## src/rtl/btn_move_ctrl.sv

```systemverilog
// Button conditioner: 2-flop sync + debounce per button, one-cycle left/right/drop commands, pulse DEBOUNCE_CYCLES+2 edges after press.
// Optional hold-to-repeat on left/right when BTN_AUTO_REPEAT_EN is defined; no backpressure (pulses are fire-and-forget).
module btn_move_ctrl #(
  parameter int DEBOUNCE_CYCLES = 500000,
  parameter int REPEAT_DELAY    = 40000000,
  parameter int REPEAT_PERIOD   = 10000000
) (
  input  logic clk,
  input  logic rst,
  input  logic btn_l,
  input  logic btn_r,
  input  logic btn_c,
  output logic left,
  output logic right,
  output logic drop,
  output logic held_l,
  output logic held_r
);

  localparam int CW = $clog2(DEBOUNCE_CYCLES + 1);
  localparam logic [CW-1:0] DB_LAST = CW'(DEBOUNCE_CYCLES - 1);

  if (DEBOUNCE_CYCLES < 1 || REPEAT_DELAY < 2 || REPEAT_PERIOD < 2) begin : g_bad_param
    $error("btn_move_ctrl: illegal parameter value");
  end

  typedef enum logic [1:0] {
    IDLE,
    LEFT_HELD,
    RIGHT_HELD,
    CONFLICT
  } state_t;

  // Channel index: 0 = left, 1 = right, 2 = centre.
  logic [2:0]    sync1_q, sync2_q;
  logic [2:0]    deb_q, deb_d;
  logic [2:0]    commit, rise;
  logic [CW-1:0] cnt_q [3];
  logic [CW-1:0] cnt_d [3];

  state_t state_q, state_d;
  logic   left_q, left_d;
  logic   right_q, right_d;
  logic   drop_q;
  logic   nl, nr;

  always_ff @(posedge clk or posedge rst) begin
    if (rst) begin
      sync1_q <= '0;
      sync2_q <= '0;
      deb_q   <= '0;
      for (int i = 0; i < 3; i++) cnt_q[i] <= '0;
    end else begin
      sync1_q <= {btn_c, btn_r, btn_l};
      sync2_q <= sync1_q;
      deb_q   <= deb_d;
      for (int i = 0; i < 3; i++) cnt_q[i] <= cnt_d[i];
    end
  end

  always_comb begin
    for (int i = 0; i < 3; i++) begin
      commit[i] = (sync2_q[i] != deb_q[i]) && (cnt_q[i] == DB_LAST);
      deb_d[i]  = commit[i] ? sync2_q[i] : deb_q[i];
      rise[i]   = commit[i] & sync2_q[i];
      if ((sync2_q[i] == deb_q[i]) || commit[i]) begin
        cnt_d[i] = '0;
      end else begin
        cnt_d[i] = cnt_q[i] + CW'(1);
      end
    end
  end

  // The FSM reacts to the levels the debouncer is about to commit, so the
  // command pulse is registered on the same edge the debounced level changes.
  assign nl = deb_d[0];
  assign nr = deb_d[1];

`ifdef BTN_AUTO_REPEAT_EN
  localparam int RMAX = (REPEAT_DELAY > REPEAT_PERIOD) ? REPEAT_DELAY : REPEAT_PERIOD;
  localparam int TW   = $clog2(RMAX + 1);
  localparam logic [TW-1:0] DLY_LAST = TW'(REPEAT_DELAY - 1);
  localparam logic [TW-1:0] PER_LAST = TW'(REPEAT_PERIOD - 1);

  logic [TW-1:0] tmr_q, tmr_d;
  logic [TW-1:0] target;
  logic          first_q, first_d;

  assign target = first_q ? DLY_LAST : PER_LAST;

  always_ff @(posedge clk or posedge rst) begin
    if (rst) begin
      tmr_q   <= '0;
      first_q <= 1'b1;
    end else begin
      tmr_q   <= tmr_d;
      first_q <= first_d;
    end
  end
`endif

  always_comb begin
    state_d = state_q;
    left_d  = 1'b0;
    right_d = 1'b0;
`ifdef BTN_AUTO_REPEAT_EN
    tmr_d   = '0;
    first_d = first_q;
`endif
    case (state_q)
      IDLE: begin
        if (rise[0] || rise[1]) begin
          if (nl && nr) begin
            state_d = CONFLICT;
          end else if (rise[0]) begin
            state_d = LEFT_HELD;
            left_d  = 1'b1;
          end else begin
            state_d = RIGHT_HELD;
            right_d = 1'b1;
          end
        end
      end
      LEFT_HELD: begin
        if (rise[1]) begin
          state_d = CONFLICT;
        end else if (!nl) begin
          state_d = IDLE;
`ifdef BTN_AUTO_REPEAT_EN
        end else if (tmr_q == target) begin
          left_d  = 1'b1;
          first_d = 1'b0;
        end else begin
          tmr_d = tmr_q + TW'(1);
`endif
        end
      end
      RIGHT_HELD: begin
        if (rise[0]) begin
          state_d = CONFLICT;
        end else if (!nr) begin
          state_d = IDLE;
`ifdef BTN_AUTO_REPEAT_EN
        end else if (tmr_q == target) begin
          right_d = 1'b1;
          first_d = 1'b0;
        end else begin
          tmr_d = tmr_q + TW'(1);
`endif
        end
      end
      CONFLICT: begin
        // Resolve on surviving levels; the survivor is entered silently.
        if (nl && !nr) begin
          state_d = LEFT_HELD;
        end else if (!nl && nr) begin
          state_d = RIGHT_HELD;
        end else if (!nl && !nr) begin
          state_d = IDLE;
        end
      end
      default: state_d = IDLE;
    endcase
`ifdef BTN_AUTO_REPEAT_EN
    if (state_d != state_q) first_d = 1'b1;
`endif
  end

  always_ff @(posedge clk or posedge rst) begin
    if (rst) begin
      state_q <= IDLE;
      left_q  <= 1'b0;
      right_q <= 1'b0;
      drop_q  <= 1'b0;
    end else begin
      state_q <= state_d;
      left_q  <= left_d;
      right_q <= right_d;
      drop_q  <= rise[2];
    end
  end

  assign left   = left_q;
  assign right  = right_q;
  assign drop   = drop_q;
  assign held_l = deb_q[0];
  assign held_r = deb_q[1];

endmodule

```

## config.mk

```make
export PLATFORM = sky130hd
export DESIGN_NAME = btn_move_ctrl
export DESIGN_NICKNAME = d
export VERILOG_FILES = /design/src/rtl/btn_move_ctrl.sv
export SDC_FILE = /design/constraint.sdc
export NUM_CORES = 1
export LEC_CHECK = 0
export CAP_MARGIN = 5
export CORE_UTILIZATION = 45
export CTS_BUF_LIST = sky130_fd_sc_hd__clkbuf_16
export DETAILED_ROUTE_END_ITERATION = 16
export SETUP_SLACK_MARGIN = 0.1
export SYNTH_ARGS = -nofsm -noshare
export SYNTH_HDL_FRONTEND = slang
export SYNTH_SLANG_ARGS = --single-unit
```

## constraint.sdc

```tcl
create_clock -name clk -period 3.7 [get_ports clk]
set_input_delay 0.74 -clock clk [delete_from_list [all_inputs] [get_ports clk]]
set_output_delay 0.74 -clock clk [all_outputs]
set_load 0.01 [all_outputs]
```

==> out/metrics.yaml, run 1 <==
status:
  status: "completed"
layout:
  fin_util_pct: 53.6
  regArea_sq_um: 1780
  nets: 362
  postLayoutCellArea_sq_um: 3910
  fill_cells: 667
  instances_no_fill: 454
  n_antenna_cell: 0
  drive_above_1_share_pct: 7.32
  area.growth.synth_to_final_pct: 14.8
  multiInputGateArea_sq_um: 1540
synth:
  ys_seq_elements: 71
  synth_edf_count: 0
  synthTopCellsByCount: "dfrtp_1, nor2_1, xor2_1"
  ys_seq_area_share_pct: 52.2
  syn_area_sq_um: 3410
  synthCells: 337
  synth_top_area_share_pct: 52.2
  synthTopCellsByArea: "dfrtp_1, nor2_1, xor2_1"
  async_flop_share_pct: 100
  yosysUniqueCellTypes: 43
  synth_area_leader_cell: "dfrtp_1"
  syn_area_per_cell_sq_um: 10.1
  synth_ff_type: "dfrtp_1"
  ys_warn_count: 0
  synth.most_common_cell: "dfrtp_1"
  synth_fp_nets: 349
route:
  drtIter0Drc: 80
  wl_um: 5840
  wl_per_cell_um: 12.9
  vias: 2299
  dr.pass1.iters: 4
  drc: 0
  ant_nets: 0
  via_per_inst: 5.06
sta:
  setup_viol: 0
  finalHoldViolCount: 0
  post-route-min-period_ns: 2.65
  fin_hold_ws_ns: 0.347
  rsz0062_at_grt: "no"
  drv_slew: 0
  slew_headroom_pct: 57.0
  tightestPinTransition_ns: 0.643
  fin_skew_ns: 0.00724
  period_share_pct: 71.6
  setup_ws_ns: 1.05
  tns_ns: 0
  max_freq_mhz: 377
worst_setup_path:
  max_stage_delay_ns: 0.43
  cp_max_fo: 5
  critical_path_buf_inv_count: 1
  path_cells: "nor4b_1 > nand3_1 > nor3_1 > mux2i_1 > inv_1 > ha_1 > nor2_1 > o211ai_1 > o21ai_1 > a32o_2"
  cp-startpoint: "cnt_q[24]"
  crit_slowest_cell: "dfrtp_1"
  arrival_ns: 2.86
  critPathTopFamily: "simple AND/OR/NAND/NOR gates"
  start_kind: "flop"
  crit_type: "flop to flop"
  cp-end-kind: "flop"
  worstReg2RegStart: "cnt_q[24]"
  required_ns: 3.91
floorplanning:
  core.rowCount: 31
  ios: 10
  fp.coreArea_sq_um: 7290
  die-width_um: 89.0
  die_y_um: 89.0
  start_util_pct: 46.7
  dieArea_sq_um: 7920
power:
  vdd_drop_max_mv: 0.275
  leakage_nw: 1.72
  p_per_area_nw_per_um2: 446
  p_total_mw: 1.74
hold_path:
  hold_start: "sync1_q[0]"
  hold_path_class: "flop to flop"
global_routing:
  grt_pass1_vias: 2258
  grt_antenna_before_repair: 0
  grt_overflow: 0
  grt.total_usage_pct: 17.6
  grt_pass1_wl_um: 10600
  grt_start_max_net_pins: 72
clocking:
  h-tree-depth: 3
  root_buffer: "clkbuf_16"
  cts_buffers: 9
  clock_latency_ns: 0.32
  clk_path_buf_depth: 2
  ctsHoldBuffers: 0
  cts_tree: "yes"
  clk_pin_slew_ns: 0.06
  ctsResizeCount: 0
  cts_sinks: 71
  post_cts_buffers: 0
place:
  numPortBuffers: 9
  dp.cells: 438
  dp_hpwl_um: 3890
  post-place-ws_ns: 1.05
  detailed_place.area_sq_um: 3600
  gp_congestion: 0.791
run:
  drv_cap: 0
[cell families after synthesis]
group / after synthesis / synth area share (%)
mux: 4 / 1.21
fa+ha+maj: 7 / 2.57
compound gates: 14 / 2.72
simple gates: 169 / 25.4
flops: 71 / 52.2
buf+inv: 20 / 2.57
xor+xnor: 52 / 13.4
[layout make-up]
cell class | instances | area share, %
clock inverters | 7 | 2.24
flip-flops and latches | 71 | 45.4
well taps | 99 | 3.17
repair buffers | 10 | 2.82
clock buffers | 9 | 5.76
inverters | 12 | 1.15
multi-input cells | 246 | 39.4
[power by group]
part	leakage, nW	internal (mW)	switching, mW
Sequential	0.971	0.788	0.00990
Combinational	0.599	0.0164	0.0338
Clock	0.147	0.584	0.313
[final timing paths]
path | endpoint | slack [ns] | cells after the start
setup reg to reg | state_q[0] | 1.05 | 10
hold reg to reg | sync2_q[0] | 0.35 | 0
max in group asynchronous | left | 2.59 | 3
hold / removal | sync2_q[0] | 0.35 | 0
min in group asynchronous | cnt_q[17] | 0.80 | 3
setup / recovery | state_q[0] | 1.05 | 10
[placed cells by master, fill, tap and decap left out, types with 2 or more instances in the layout]
master / count
or2_2: 2
mux2i_1: 3
nand3_1: 21
and3_2: 2
o21ai_0: 2
inv_1: 11
and2_1: 4
nor3b_1: 3
a31oi_1: 2
nand4_1: 7
xnor2_1: 25
nor2_1: 63
nand2_1: 23
and4_1: 5
clkbuf_16: 9
clkdlybuf4s50_1: 9
and3_1: 13
dfrtp_1: 71
o211ai_1: 2
bufinv_16: 2
nor4_1: 4
nor3_1: 6
a21oi_1: 3
clkinvlp_4: 2
xor2_1: 27
nor4b_1: 4
clkinv_1: 2
ha_1: 7
or3_1: 2
[sequential cells by signal (all words and copies together) (netlist names)]
| name | cells |
|---|---|
| cnt_q | 57 |
| deb_q | 3 |
| drop | 1 |
| left | 1 |
| right | 1 |
| state_q | 2 |
| sync1_q | 3 |
| sync2_q | 3 |
[worst reg2reg max path, cell delays in order (launching register included)]
cell,delay [ns]
dfrtp_1,0.43
nor4b_1,0.33
nand3_1,0.12
nor3_1,0.30
mux2i_1,0.42
inv_1,0.14
ha_1,0.30
nor2_1,0.05
o211ai_1,0.14
o21ai_1,0.09
a32o_2,0.22
[layer usage]
metal	up-vias	GRT usage, %	share of wire, %
li1	1166	-	-
met1	1107	25.4	51
met2	20	25.6	45
met3	6	4.16	2.2
met4	0	7.22	1.5
met5	-	0	0
No activity file was read; power rests on OpenSTA's default activity.
==> run 2, diff against run 1 <==
Clock period 3.7 ns to 2.2 ns, I/O delays scaled along.
==> run 2 against run 1 <==
Hold slack gained 0.00069 ns. Utilization increased by 4.7 points. Sequential power rose by 68%. The run now ends with setup timing left. Clock skew shrank 0.0010 ns. Sequential share of layout area down 3.7 points. Die area unchanged. Count of clock-buffer cells in the layout unchanged. Final cell count up 7.5%. Combinational power is 99% higher.
==> out/metrics.yaml, run 2 (synthesized netlist as in run 1, its figures left out) <==
global_routing:
  grt_antenna_before_repair: 0
  grt.total_usage_pct: 18.2
  grt_pass1_vias: 2442
  grt_overflow: 0
  grt_pass1_wl_um: 11100
  grt_start_max_net_pins: 72
worst_setup_path:
  crit_type: "flop to flop"
  start_kind: "flop"
  cp-end-kind: "flop"
  max_stage_delay_ns: 0.38
  path_cells: "nor4bb_2 > nand3_1 > nor2_4 > mux2i_4 > inv_2 > ha_4 > nor2_2 > o31ai_1 > a31oi_1 > a31o_1"
  required_ns: 2.41
  arrival_ns: 2.52
  crit_slowest_cell: "dfrtp_1"
  cp_max_fo: 3
layout:
  largest_reg_flops: 57
  area.growth.synth_to_final_pct: 24.9
  top_register: "cnt_q"
  fin_util_pct: 58.3
  drive_above_1_share_pct: 18.5
  n_antenna_cell: 0
  nets: 397
  layout_common_cells: "dfrtp_1, nor2_1, buf_4"
  layout_commonest_cell: "dfrtp_1"
place:
  dp_hpwl_um: 4050
  numPortBuffers: 9
  gp_congestion: 0.791
route:
  drtIter0Drc: 88
  drc: 0
  wl_per_cell_um: 12.8
  via_per_inst: 4.97
  wl_um: 6230
  vias: 2427
  ant_nets: 0
  dr.pass1.iters: 4
clocking:
  clk_path_buf_depth: 2
  root_buffer: "clkbuf_16"
  clk_pin_slew_ns: 0.06
  cts_sinks: 71
  clock_latency_ns: 0.32
  h-tree-depth: 3
  cts_tree: "yes"
  cts_buffers: 9
status:
  status: "finished, violations left"
  violations: "setup timing"
sta:
  max_freq_mhz: 434
  post-route-min-period_ns: 2.30
  period_share_pct: 105
  setup_viol: 2
  slew_headroom_pct: 65.4
  fin_skew_ns: 0.00623
  tightestPinTransition_ns: 0.515
  finalHoldViolCount: 0
  drv_slew: 0
  rsz0062_at_grt: "yes"
  setup_ws_ns: -0.102
  fin_hold_ws_ns: 0.348
power:
  p_per_area_nw_per_um2: 689
  leakage_nw: 1.92
  vdd_drop_max_mv: 0.509
run:
  drv_cap: 0
floorplanning:
  core.rowCount: 31
  fp.coreArea_sq_um: 7290
  die-width_um: 89.0
  die_y_um: 89.0
  ios: 10
  start_util_pct: 46.7
  dieArea_sq_um: 7920
hold_path:
  hold_path_class: "flop to flop"
-- run 2: power by group --
group | internal [mW] | switching [mW]
logic | 0.0371 | 0.0627
clock network | 0.973 | 0.518
registers | 1.33 | 0.0146
-- run 2: cell type report --
type                       count  area, sq um
multi-input combinational    246         1630
fill                         654         3040
clock inverter                 6         78.8
sequential                    71         1780
inverter                      12         48.8
timing repair buffer          45          373
tap                           99          124
clock buffer                   9          225
-- run 2: path summary, 6_finish.rpt --
path,to,cells after the start,slack [ns],start
max,state_q[1],10,-0.10,cnt_q[43]
min,sync2_q[2],0,0.35,sync1_q[2]
max reg2reg,state_q[1],10,-0.10,cnt_q[43]
min reg2reg,sync2_q[2],0,0.35,sync1_q[2]
max in group asynchronous,cnt_q[37],3,1.31,rst
min in group asynchronous,cnt_q[21],3,0.55,rst
-- run 2: layer usage --
layer | wire [um] | track usage, %
met2 | 2880 | 29.7
met4 | 102 | 6.93
met3 | 158 | 4.43
met1 | 3090 | 23.7
met5 | 0 | 0
-- run 2: critical path, delay by kind of cell, from the launching register on --
family                     cells  cell delay [ns]
and+or+nand+nor                4             0.71
DFF                            1             0.38
buffers and inverters          1             0.08
adders and majority gates      1             0.27
muxes                          1             0.27
AOI/OAI and AO/OA              3             0.48
-- run 2: per-stage QoR --
stage | total power [mW] | setup TNS [ns] | instances | instance area, sq um | setup slack, ns
5_1_grt | 3.04 | -0.459 | 488 | 4250 | -0.234
4_1_cts | 2.97 | -0.133 | 488 | 4210 | -0.0671
6_report | 2.93 | -0.192 | 488 | 4250 | -0.102
3_5_place_dp | 1.46 | -0.228 | 469 | 3860 | -0.128
2_1_floorplan | 1.43 | -0.0482 | 337 | 3430 | -0.0284
3_3_place_gp | 1.46 | -0.160 | 469 | 3860 | -0.0902
-- run 2: what timing repair did --
action | CTS | global route
setup endpoints to repair | 2 | 24
cloned | 0 | 0
gates resized for setup | 4 | 7
hold endpoints to repair | 0 | 0
pin swaps | 5 | 1
hold buffers | 0 | 0
buffers inserted | 4 | 0
